File: config.mk
export PLATFORM = sky130hd
export DESIGN_NAME = sin_poly_eval
export DESIGN_NICKNAME = d
export VERILOG_FILES = /design/src/rtl/sin_poly_eval.sv
export SDC_FILE = /design/constraint.sdc
export NUM_CORES = 1
export LEC_CHECK = 0
export CAP_MARGIN = 20
export CORE_MARGIN = 3
export CORE_UTILIZATION = 55
export CTS_CLUSTER_SIZE = 20
export DETAILED_ROUTE_END_ITERATION = 7
export PLACE_DENSITY = 0.72
export SYNTH_ARGS = -nofsm -noshare
export SYNTH_HDL_FRONTEND = slang
export SYNTH_HIERARCHICAL = 1
export SYNTH_SLANG_ARGS = --single-unit
File: constraint.sdc
create_clock -name Clk -period 20.4 [get_ports Clk]
set_input_delay 2.04 -clock Clk [delete_from_list [all_inputs] [get_ports Clk]]
set_output_delay 2.04 -clock Clk [all_outputs]
set_load 0.005 [all_outputs]
File: src/rtl/sin_poly_eval.sv
// sin_poly_eval
//   Iterative fixed-point sine evaluator. An unsigned full-turn phase is folded
//   into the first quadrant and an odd 7th-order polynomial is evaluated by
//   Horner's method on x^2. A single 19x19 signed multiplier is shared across
//   the five evaluation states, so one result is produced every 6 cycles.
//
//   State | meaning
//   ------+------------------------------------------------
//   IDLE  | waiting for a phase; In_Ready=1
//   X2    | x2 <= rnd(x*x)
//   P7    | t  <= rnd(C7*x2) + C5
//   P5    | t  <= rnd(t*x2)  + C3
//   P3    | t  <= rnd(t*x2)  + C1
//   P1    | Result <= clamp(+/- rnd(t*x)), Out_Valid pulse
//
// Ports:
//   Clk        system clock, rising edge
//   nReset     synchronous reset, active low
//   Phase      unsigned phase, 2^18 = one full turn (sampled on accept only)
//   In_Valid   Phase valid this cycle
//   In_Ready   high in IDLE only
//   Result     signed Q1.16 sine, clamped to [-65536, +65536]
//   Out_Valid  one-cycle pulse when Result updates

module sin_poly_eval_mul19 (
    input  logic signed [18:0] a,
    input  logic signed [18:0] b,
    output logic signed [36:0] p
);
    assign p = a * b;
endmodule

module sin_poly_eval (
    input  logic        Clk,
    input  logic        nReset,
    input  logic [17:0] Phase,
    input  logic        In_Valid,
    output logic        In_Ready,
    output logic [17:0] Result,
    output logic        Out_Valid
);

    localparam logic [2:0] S_IDLE = 3'd0;
    localparam logic [2:0] S_X2   = 3'd1;
    localparam logic [2:0] S_P7   = 3'd2;
    localparam logic [2:0] S_P5   = 3'd3;
    localparam logic [2:0] S_P3   = 3'd4;
    localparam logic [2:0] S_P1   = 3'd5;

    localparam logic signed [18:0] C1 =  19'sd102944;
    localparam logic signed [18:0] C3 = -19'sd42334;
    localparam logic signed [18:0] C5 =  19'sd5223;
    localparam logic signed [18:0] C7 = -19'sd307;

    localparam logic signed [18:0] POS_ONE =  19'sd65536;
    localparam logic signed [18:0] NEG_ONE = -19'sd65536;

    logic [2:0]         state;
    logic signed [18:0] x;
    logic signed [18:0] x2;
    logic signed [18:0] t;
    logic               neg;

    logic signed [18:0] mul_a;
    logic signed [18:0] mul_b;
    logic signed [36:0] mul_p;
    logic signed [36:0] mul_sum;
    logic signed [18:0] mul_rnd;

    logic [18:0]        x_fold;
    logic signed [18:0] y_sgn;
    logic signed [18:0] y_clamp;
    logic               unused_bits;

    assign In_Ready = (state == S_IDLE);

    // Quadrants 1 and 3 mirror the fraction so x always lies in [0, 1.0].
    assign x_fold = Phase[16] ? (19'd65536 - {3'b000, Phase[15:0]})
                              : {3'b000, Phase[15:0]};

    always_comb begin
        mul_a = '0;
        mul_b = '0;
        case (state)
            S_X2: begin
                mul_a = x;
                mul_b = x;
            end
            S_P7: begin
                mul_a = C7;
                mul_b = x2;
            end
            S_P5, S_P3: begin
                mul_a = t;
                mul_b = x2;
            end
            S_P1: begin
                mul_a = t;
                mul_b = x;
            end
            default: begin
                mul_a = '0;
                mul_b = '0;
            end
        endcase
    end

    sin_poly_eval_mul19 u_mul (
        .a (mul_a),
        .b (mul_b),
        .p (mul_p)
    );

    // Q4.32 product back to Q2.16, round half up. Bits above 34 are sign
    // copies because no intermediate can overflow 19 bits.
    assign mul_sum = mul_p + 37'sd32768;
    assign mul_rnd = mul_sum[34:16];

    assign y_sgn = neg ? -mul_rnd : mul_rnd;

    always_comb begin
        y_clamp = y_sgn;
        if (y_sgn > POS_ONE)
            y_clamp = POS_ONE;
        else if (y_sgn < NEG_ONE)
            y_clamp = NEG_ONE;
    end

    assign unused_bits = ^{mul_sum[36:35], mul_sum[15:0], y_clamp[18]};

    always_ff @(posedge Clk) begin
        if (!nReset) begin
            state     <= S_IDLE;
            x         <= '0;
            x2        <= '0;
            t         <= '0;
            neg       <= 1'b0;
            Result    <= '0;
            Out_Valid <= 1'b0;
        end else begin
            Out_Valid <= 1'b0;
            case (state)
                S_IDLE: begin
                    if (In_Valid) begin
                        x     <= $signed(x_fold);
                        neg   <= Phase[17];
                        state <= S_X2;
                    end
                end
                S_X2: begin
                    x2    <= mul_rnd;
                    state <= S_P7;
                end
                S_P7: begin
                    t     <= mul_rnd + C5;
                    state <= S_P5;
                end
                S_P5: begin
                    t     <= mul_rnd + C3;
                    state <= S_P3;
                end
                S_P3: begin
                    t     <= mul_rnd + C1;
                    state <= S_P1;
                end
                S_P1: begin
                    Result    <= y_clamp[17:0];
                    Out_Valid <= 1'b1;
                    state     <= S_IDLE;
                end
                default: state <= S_IDLE;
            endcase
        end
    end

endmodule
* After elaboration in Yosys (flattened, before gate mapping)
Cells that the tools add are included.
W data, S select, Z words.
** Word-level totals
- Bits in registers :: 80
- Input port bits :: 21
- Output and inout bits :: 20
- Word-level logic and storage cells :: 38
** Operators by class
- $add $sub $neg :: 6
- $mul :: 1
- $lt $le $gt $ge :: 2
- Eq/ne operators :: 6
- Multiplexer cells :: 10
- Reductions and logical operators :: 6
** Operators by type and width (number)
- $pmux W19 S3 :: 2
- $mux W19 :: 2
- $pmux W19 S2 :: 1
- $mux W18 :: 2
- $add A35 B17 Y35 const B :: 1
- $mul A19 B19 Y35 :: 1
- $add A19 B14 Y19 const B :: 1
- $add A19 B17 Y19 const B :: 1
- $add A19 B18 Y19 const B :: 1
- $gt A19 B18 Y1 const B :: 1
- $lt A19 B17 Y1 const B :: 1
- $neg A19 Y19 :: 1
- $sub A17 B16 Y18 const A :: 1
- $pmux W3 S5 :: 1
- $eq A3 B2 Y1 const B :: 2
- $eq A3 B3 Y1 const B :: 2
- $reduce_or A3 Y1 :: 2
- $eq A3 B1 Y1 const B :: 1
- $logic_not A3 Y1 :: 1
- $mux W3 :: 1
- $reduce_bool A3 Y1 :: 1
- $ne A2 B2 Y1 const B :: 1
- $reduce_and A2 Y1 :: 1
- $reduce_or A2 Y1 :: 1
- $mux W1 :: 1

* Depth between registers and ports, before layout
Gate-level depths: netlist (run 1).
- Depth in word-level cells :: 10
- Depth in mapped cells :: 46
- Mapped depth without buffers :: 41

* By module
The synthesis (run 1) kept the hierarchy.
** By module, submodules not included
- sin_poly_eval_mul19 :: instances 1, cells an instance 1423, area an instance 13259.0 µm²
- sin_poly_eval :: instances 1, cells an instance 802, area an instance 6052.1 µm²

* Worst setup path before layout (run 1)
Ideal clock, no wire load.
- Path type :: register to register
- From :: register state[1]
- To :: register Result[4]
- Setup time :: 0.122 ns
- Arrival :: 10.285 ns
- Data required time :: 20.278 ns
- Setup slack :: 9.994 ns
- Stages on the path, launching flop included :: 44
- Period minus slack after synthesis :: 10.406 ns
- Cell sequence :: dfxtp_1 > clkbuf_1 > nor2b_1 > nand2_1 > nand2_1 > clkbuf_1 > buf_1 > a22o_1 > clkbuf_1 > and2_1 > fa_1 > fa_1 > inv_1 > fa_1 > inv_1 > fa_1 > inv_1 > fa_1 > [8 not listed] > a21oi_1 > o21ai_1 > a21o_1 > a21oi_1 > xnor2_1 > nand3_4 > buf_4 > nor2_1 > xnor2_1 > ha_1 > nand2_1 > a21oi_1 > nand3_2 > o41ai_4 > xnor2_1 > buf_4 > nor3_1 > a221o_1
** Between the ends
- Longest elaborated chain between the ends :: 10
** RTL lines
- start, declared :: RTL line 58 : logic [2:0] state;
- start signal, assigned :: RTL line 133 : state <= S_IDLE;
- start signal, assigned :: RTL line 147 : state <= S_X2;
- start signal, assigned :: RTL line 152 : state <= S_P7;
- $eq A3 B3 Y1, or another cell as far along :: RTL line 84 : case (state)
- $reduce_or A3 Y1 (no source line) / $reduce_or A2 Y1 (equally long branches)
- $pmux W19 S2 (*) :: RTL line 84
- named net mul_b[3] :: RTL line 65 : logic signed [18:0] mul_b;
- $mul A19 B19 Y35 (*) :: RTL line 30 : assign p = a * b;
- named net mul_p[21] :: RTL line 66 : logic signed [36:0] mul_p;
- $add A35 B17 Y35 (*) :: RTL line 116 : assign mul_sum = mul_p + 37'sd32768;
- $neg A19 Y19 :: RTL line 119 : assign y_sgn = neg ? -mul_rnd : mul_rnd;
- $mux W19 (*) :: RTL line 119
- $lt A19 B17 Y1 :: RTL line 125 : else if (y_sgn < NEG_ONE)
- $mux W18 :: RTL line 125
- $mux W18 (*) :: RTL line 123 : if (y_sgn > POS_ONE)
- end signal, assigned :: RTL line 167 : Result <= y_clamp[17:0];
- end, declared :: RTL line 39 : output logic [17:0] Result,
Mark *: on every way through the listed nets, which the timed path passes. The rest lies on a longest branch.
A chain may end at the register's enable or synchronous reset.

* Worst setup path in the final report (run 1)
- From :: register state[0]
- To :: register Result[12]
Same word-level chain as after synthesis.

==> results of run 1 <==
## power groups by stage
stage                     combinational [W]  sequential (W)  clock (W)
after floorplan                    0.000373        0.000174          0
after global placement             0.000525        0.000181          0
after detailed placement           0.000529        0.000182          0
after CTS                          0.000534        0.000178   0.000174
after global routing               0.000593        0.000180   0.000180
final                              0.000543        0.000179   0.000173
## registers in the layout, summed over array words and instances, names as in the netlist
signal	flops
Result	18
x	17
t	19
Out_Valid	1
x2	19
state	3
neg	1
## cell type report
type | instances | area [um^2]
multi-input combinational | 1614 | 15400
fill | 2904 | 13200
sequential | 78 | 1560
inverter | 362 | 1360
timing repair buffer | 77 | 682
tap | 442 | 553
clock buffer | 11 | 243
clock inverter | 5 | 63.8
## layout by cell type (no fill, tap or decap), types with 22 or more instances in the layout
master,n
inv_1,359
fa_1,355
nand2_1,276
and2_1,191
ha_1,118
nor2_1,86
dfxtp_1,78
a21oi_1,77
xnor2_1,66
o21ai_0,48
clkdlybuf4s50_1,40
a211oi_1,37
buf_4,36
nor3_1,29
xor2_1,29
o21ai_1,26
nor2b_1,22
a22o_1,22
nand3_1,22
## critical path: cells and delay by family, from the launching register on
| family | cells | cell delay (ns) |
|---|---|---|
| and+or+nand+nor | 10 | 2.78 |
| AOI/OAI and AO/OA | 9 | 2.52 |
| buffers and inverters | 4 | 0.68 |
| adders and majority gates | 9 | 4.17 |
| xor gates and xnor gates | 3 | 1.70 |
| DFF | 1 | 0.84 |
## per-layer routing
layer / track usage [%] / part of all wire, %
met5: 0 / 0
met2: 50.4 / 49
met1: 41.1 / 43
met4: 6.97 / 2.1
met3: 3.92 / 6.0
## stage by stage
stage,power (W),hold slack [ns],cells
final,0.000895,0.455,2589
after global routing,0.000953,0.470,2589
after CTS,0.000887,0.454,2588
after detailed placement,0.000711,0.441,2572
after global placement,0.000706,0.434,2571
after floorplan,0.000547,0.442,2158
## worst max-delay path by stage
stage / start / endpoint / slack [ns] / cells after the start
after floorplan: state[1] / Result[4] / 10.05 / 43
after global placement: state[0] / Result[13] / 7.80 / 34
after detailed placement: state[0] / Result[13] / 7.69 / 36
after CTS: state[0] / Result[13] / 7.64 / 36
after global routing: state[0] / t[15] / 6.77 / 34
final: state[0] / Result[12] / 7.57 / 35
==> metrics.txt, run 1 <==
die height=roughly 190 um; Total Die Area=36,300 um^2; R2R Setup Slk=about 7.6 ns; Die X=191 um; first-pass GRT wire length=85,600 um; skew final=0.00728 ns; post-place setup slack=7.69 ns; Via-to-Cell Ratio=approximately 5.8; warnings from Yosys=6; GRT Overall Usage=29.8%; Psw=0.000453 W; GR Overflow Total=0; Critical Path Fanout Max=21; Antenna Nets Post-Route=0; most common cell type on the critical path=fa_1; CTS tree=yes; # diodes=0; Post-CTS Setup Inserts=0; Sum Neg Setup Slack=0 ns; # clock sinks=78; Post-Synthesis Cells=2,158; WP data arrival=13.07 ns; Initial Util=56.7%; type of the most critical hold path=register to register; Final HPWL DP=40,400 um; largest net degree at the start of global routing=47; Flop pwr share=between 20% and 30%; Leak Pwr=9.82 nW; Fmax=77.9 MHz; hold endpoint=Result[0]; Netlist Area Pre-Place=18,700 um^2; fin worst setup slack=roughly 7.6 ns; vias in the first global route=15,948; fin. max-slew vios=0; Hold Fails Final Rpt=0; CTS H-Tree Depth=3; root buffer cell=clkbuf_16; Cell Rows=66; DRC viols=0; RSZ-0062 raised after global routing=no; Worst slew margin=a little over a fifth; hold path depth=2; cell area after layout=19,900 um^2; Gate power share=approximately 61%; drt total wl=between 50,000 and 60,000 um; outcome=complete, no violations; Synth Area per Inst=8.68 um^2; layout cells sized above 1=4.66%; Sw Share=50.6%; hold path start=Result[0]; VDD IR max=~0.057 mV; Crit. End Element=register; critical path class=register to register; dpl cell area=19,500 um^2; max_cap viols=0; fin nets=2,636; worst slew pin tran=1.15 ns; core area=33,000 um^2; port bufs=40; Reg2Reg Capture Point=Result[12]; Syn Nets=roughly 2,700; CTS clk-pin slew, worst paths=0.07 ns; Internal Power=0.000442 W; worst r2r src=state[0]; Tmin final=12.83 ns; Layout area overhead=5.98%; Skew-Pair Late Insertion Delay=0.36 ns; initial antenna violation count=0; Power per Cell Area=45.1 nW/um^2; CP Data Required Time=20.63 ns; clock power share=between 10% and 20%; post-CTS sizing=0; final setup fails=0; Wirelength per Cell=20.0 um; DR iter-0 viols=1,200; Reg2Reg Depth=35; io pins=41; DRT Pass-1 Iters=6; CP max-delay cell=dfxtp_1; crit path launch type=register; total CTS buffers=9; Final period util=between 60% and 70%; final RePlAce weighted congestion=between 0.9 and 1; Max Root-Sink Buffers=2; via count=15,008; hold_buf cts=0; Crit path largest cell delay=between 0.8 and 0.9 ns; Layout Utilization=between 60% and 70%
Note: power is estimated with default switching activity, not from simulation.
==> run 2: changes to the inputs <==
--- a/config.mk
+++ b/config.mk
@@ -10,7 +10,7 @@
 export CORE_UTILIZATION = 55
 export CTS_CLUSTER_SIZE = 20
 export DETAILED_ROUTE_END_ITERATION = 7
-export PLACE_DENSITY = 0.72
+export PLACE_DENSITY = 0.75
 export SYNTH_ARGS = -nofsm -noshare
 export SYNTH_HDL_FRONTEND = slang
 export SYNTH_HIERARCHICAL = 1
==> constraint.sdc (replaced) <==
create_clock -name Clk -period 10.5 [get_ports Clk]
set_input_delay 1.05 -clock Clk [delete_from_list [all_inputs] [get_ports Clk]]
set_output_delay 1.05 -clock Clk [all_outputs]
set_load 0.005 [all_outputs]
==> metrics.txt, run 2 (synthesized netlist as in run 1, its figures left out) <==
DR iter-0 viols=1,401 (was 1,200); largest net degree at the start of global routing=48 (was 47); Total Die Area=36,300 um^2 (unchanged); fin worst setup slack=0.409 ns (was 7.57 ns); DRT Pass-1 Iters=6 (unchanged); most frequent cells in the layout=inv_1, fa_1, nand2_1, and2_1, ha_1 (unchanged); CP Data Required Time=10.77 ns (was 20.63 ns); hold_buf cts=0 (unchanged); Tmin final=10.09 ns (was 12.83 ns); DRC viols=0 (unchanged); most common cell type on the critical path=fa_1 (unchanged); Cell Rows=66 (unchanged); commonest non-fill, non-tap cell in the layout=inv_1 (unchanged); skew final=0.0119 ns (was 0.00728 ns); Crit path largest cell delay=0.55 ns (was 0.84 ns); metal2 WL=23,400 um (was 25,300 um); final setup fails=0 (unchanged); Final period util=96.1% (was 62.9%); Worst slew margin=41.7% (was 21.6%); CTS clk-pin slew, worst paths=0.06 ns (was 0.07 ns); final RePlAce weighted congestion=0.987 (was 0.949); die height=191 um (unchanged); Layout Utilization=61.8% (was 60.1%); Via-to-Cell Ratio=5.74 (was 5.80); CTS H-Tree Depth=3 (unchanged); first-pass GRT wire length=82,400 um (was 85,600 um); Sum Neg Setup Slack=0 ns (unchanged); CP max-delay cell=fa_1 (was dfxtp_1); layout cells sized above 1=8.81% (was 4.66%); port bufs=40 (unchanged); worst slew pin tran=0.868 ns (was 1.15 ns); Layout area overhead=9.01% (was 5.98%); Max Root-Sink Buffers=2 (unchanged); WP data arrival=10.36 ns (was 13.07 ns); cell area after layout=20,400 um^2 (was 19,900 um^2); Leak Pwr=10.2 nW (was 9.82 nW); # diodes=0 (unchanged); Critical Path Fanout Max=13 (was 21); GRT Overall Usage=28.4% (was 29.8%); hold_ws=0.455 ns (about the same); Crit. End Element=register (unchanged); outcome=complete, no violations (unchanged); Wirelength per Cell=18.9 um (was 20.0 um); CTS tree=yes (unchanged); Skew-Pair Late Insertion Delay=0.34 ns (was 0.36 ns); via count=15,189 (was 15,008); Power per Cell Area=85.6 nW/um^2 (was 45.1 nW/um^2); Die X=191 um (unchanged); initial antenna violation count=0 (unchanged); WL met1=21,400 um (was 22,300 um); post-place setup slack=0.0302 ns (was 7.69 ns); Fmax=99.1 MHz (was 77.9 MHz); fin. max-slew vios=0 (unchanged); total CTS buffers=9 (unchanged); Antenna Nets Post-Route=0 (unchanged); crit path launch type=register (unchanged); critical path class=register to register (unchanged); drt total wl=49,900 um (was 51,800 um); fin nets=2,692 (was 2,636); vias in the first global route=15,816 (was 15,948); Post-CTS Setup Inserts=0 (unchanged); Hold Fails Final Rpt=0 (unchanged); max_cap viols=0 (unchanged); GR Overflow Total=0 (unchanged); # clock sinks=78 (unchanged); io pins=41 (unchanged); core area=33,000 um^2 (unchanged); VDD IR max=0.103 mV (was 0.0566 mV); Initial Util=56.7% (unchanged); type of the most critical hold path=register to register (unchanged); top routing layer in use=met4 (unchanged); dpl cell area=20,000 um^2 (was 19,500 um^2); met3 WL=4110 um (was 3110 um); root buffer cell=clkbuf_16 (unchanged); Final HPWL DP=41,000 um (was 40,400 um); biggest regs=t (19), x2 (19), Result (18) (unchanged)
==> run 2: cell count changes in the layout (fill, tap and decap cells not counted), sizes merged <==
cell    change
inv         -3
clkinv      +3
buf        +56
==> run 2: final timing paths <==
kind | from | to | slack (ns) | cells past startpoint
setup / recovery | state[2] | t[18] | 0.41 | 35
hold / removal | Result[0] | Result[0] | 0.46 | 2
setup reg to reg | state[2] | t[18] | 0.41 | 35
hold reg to reg | Result[0] | Result[0] | 0.46 | 2
==> run 2: area by class of cell <==
cell class,instances,area (um^2)
Timing Repair Buffer,133,1100
Tap cell,442,553
Clock buffer,11,233
Multi-Input combinational cell,1614,15600
Fill cell,2822,12600
Sequential cell,78,1560
Inverter,362,1360
Clock inverter,5,60.1
==> run 2: repair_timing <==
item / 4_1_cts / 5_1_grt
pin swaps: 0 / 2
resized for setup: 4 / 41
setup endpoints to repair: 9 / 28
==> run 2: worst max-delay path, delay by kind of cell (launching register included) <==
kind                     cells  cell delay (ns)
AO/OA/AOI/OAI                9             1.96
XOR/XNOR                     2             0.50
adder cells (fa/ha/maj)      8             3.75
buffers and inverters        5             0.75
flip-flops                   1             0.36
AND/OR/NAND/NOR             11             2.68
==> run 2: power breakdown <==
group,internal [W],total (W),switching [W],leakage (nW)
sequential,0.000322,0.000345,0.0000229,0.638
combinational,0.000395,0.00109,0.000699,9.41
clock,0.000185,0.000309,0.000125,0.140
total,0.000902,0.00175,0.000846,10.2
==> run 2: routing by layer <==
metal  vias up  GRT usage [%]
li1       6875              -
met1      7604           40.3
met2       628           46.1
met3        82           4.91
met4         0           6.29
met5         -              0
==> run 2: per-stage QoR <==
step	power, W	std cells
2_1_floorplan	0.00106	2158
3_3_place_gp	0.00137	2627
3_5_place_dp	0.00139	2628
4_1_cts	0.00171	2644
5_1_grt	0.00186	2645
6_report	0.00175	2645
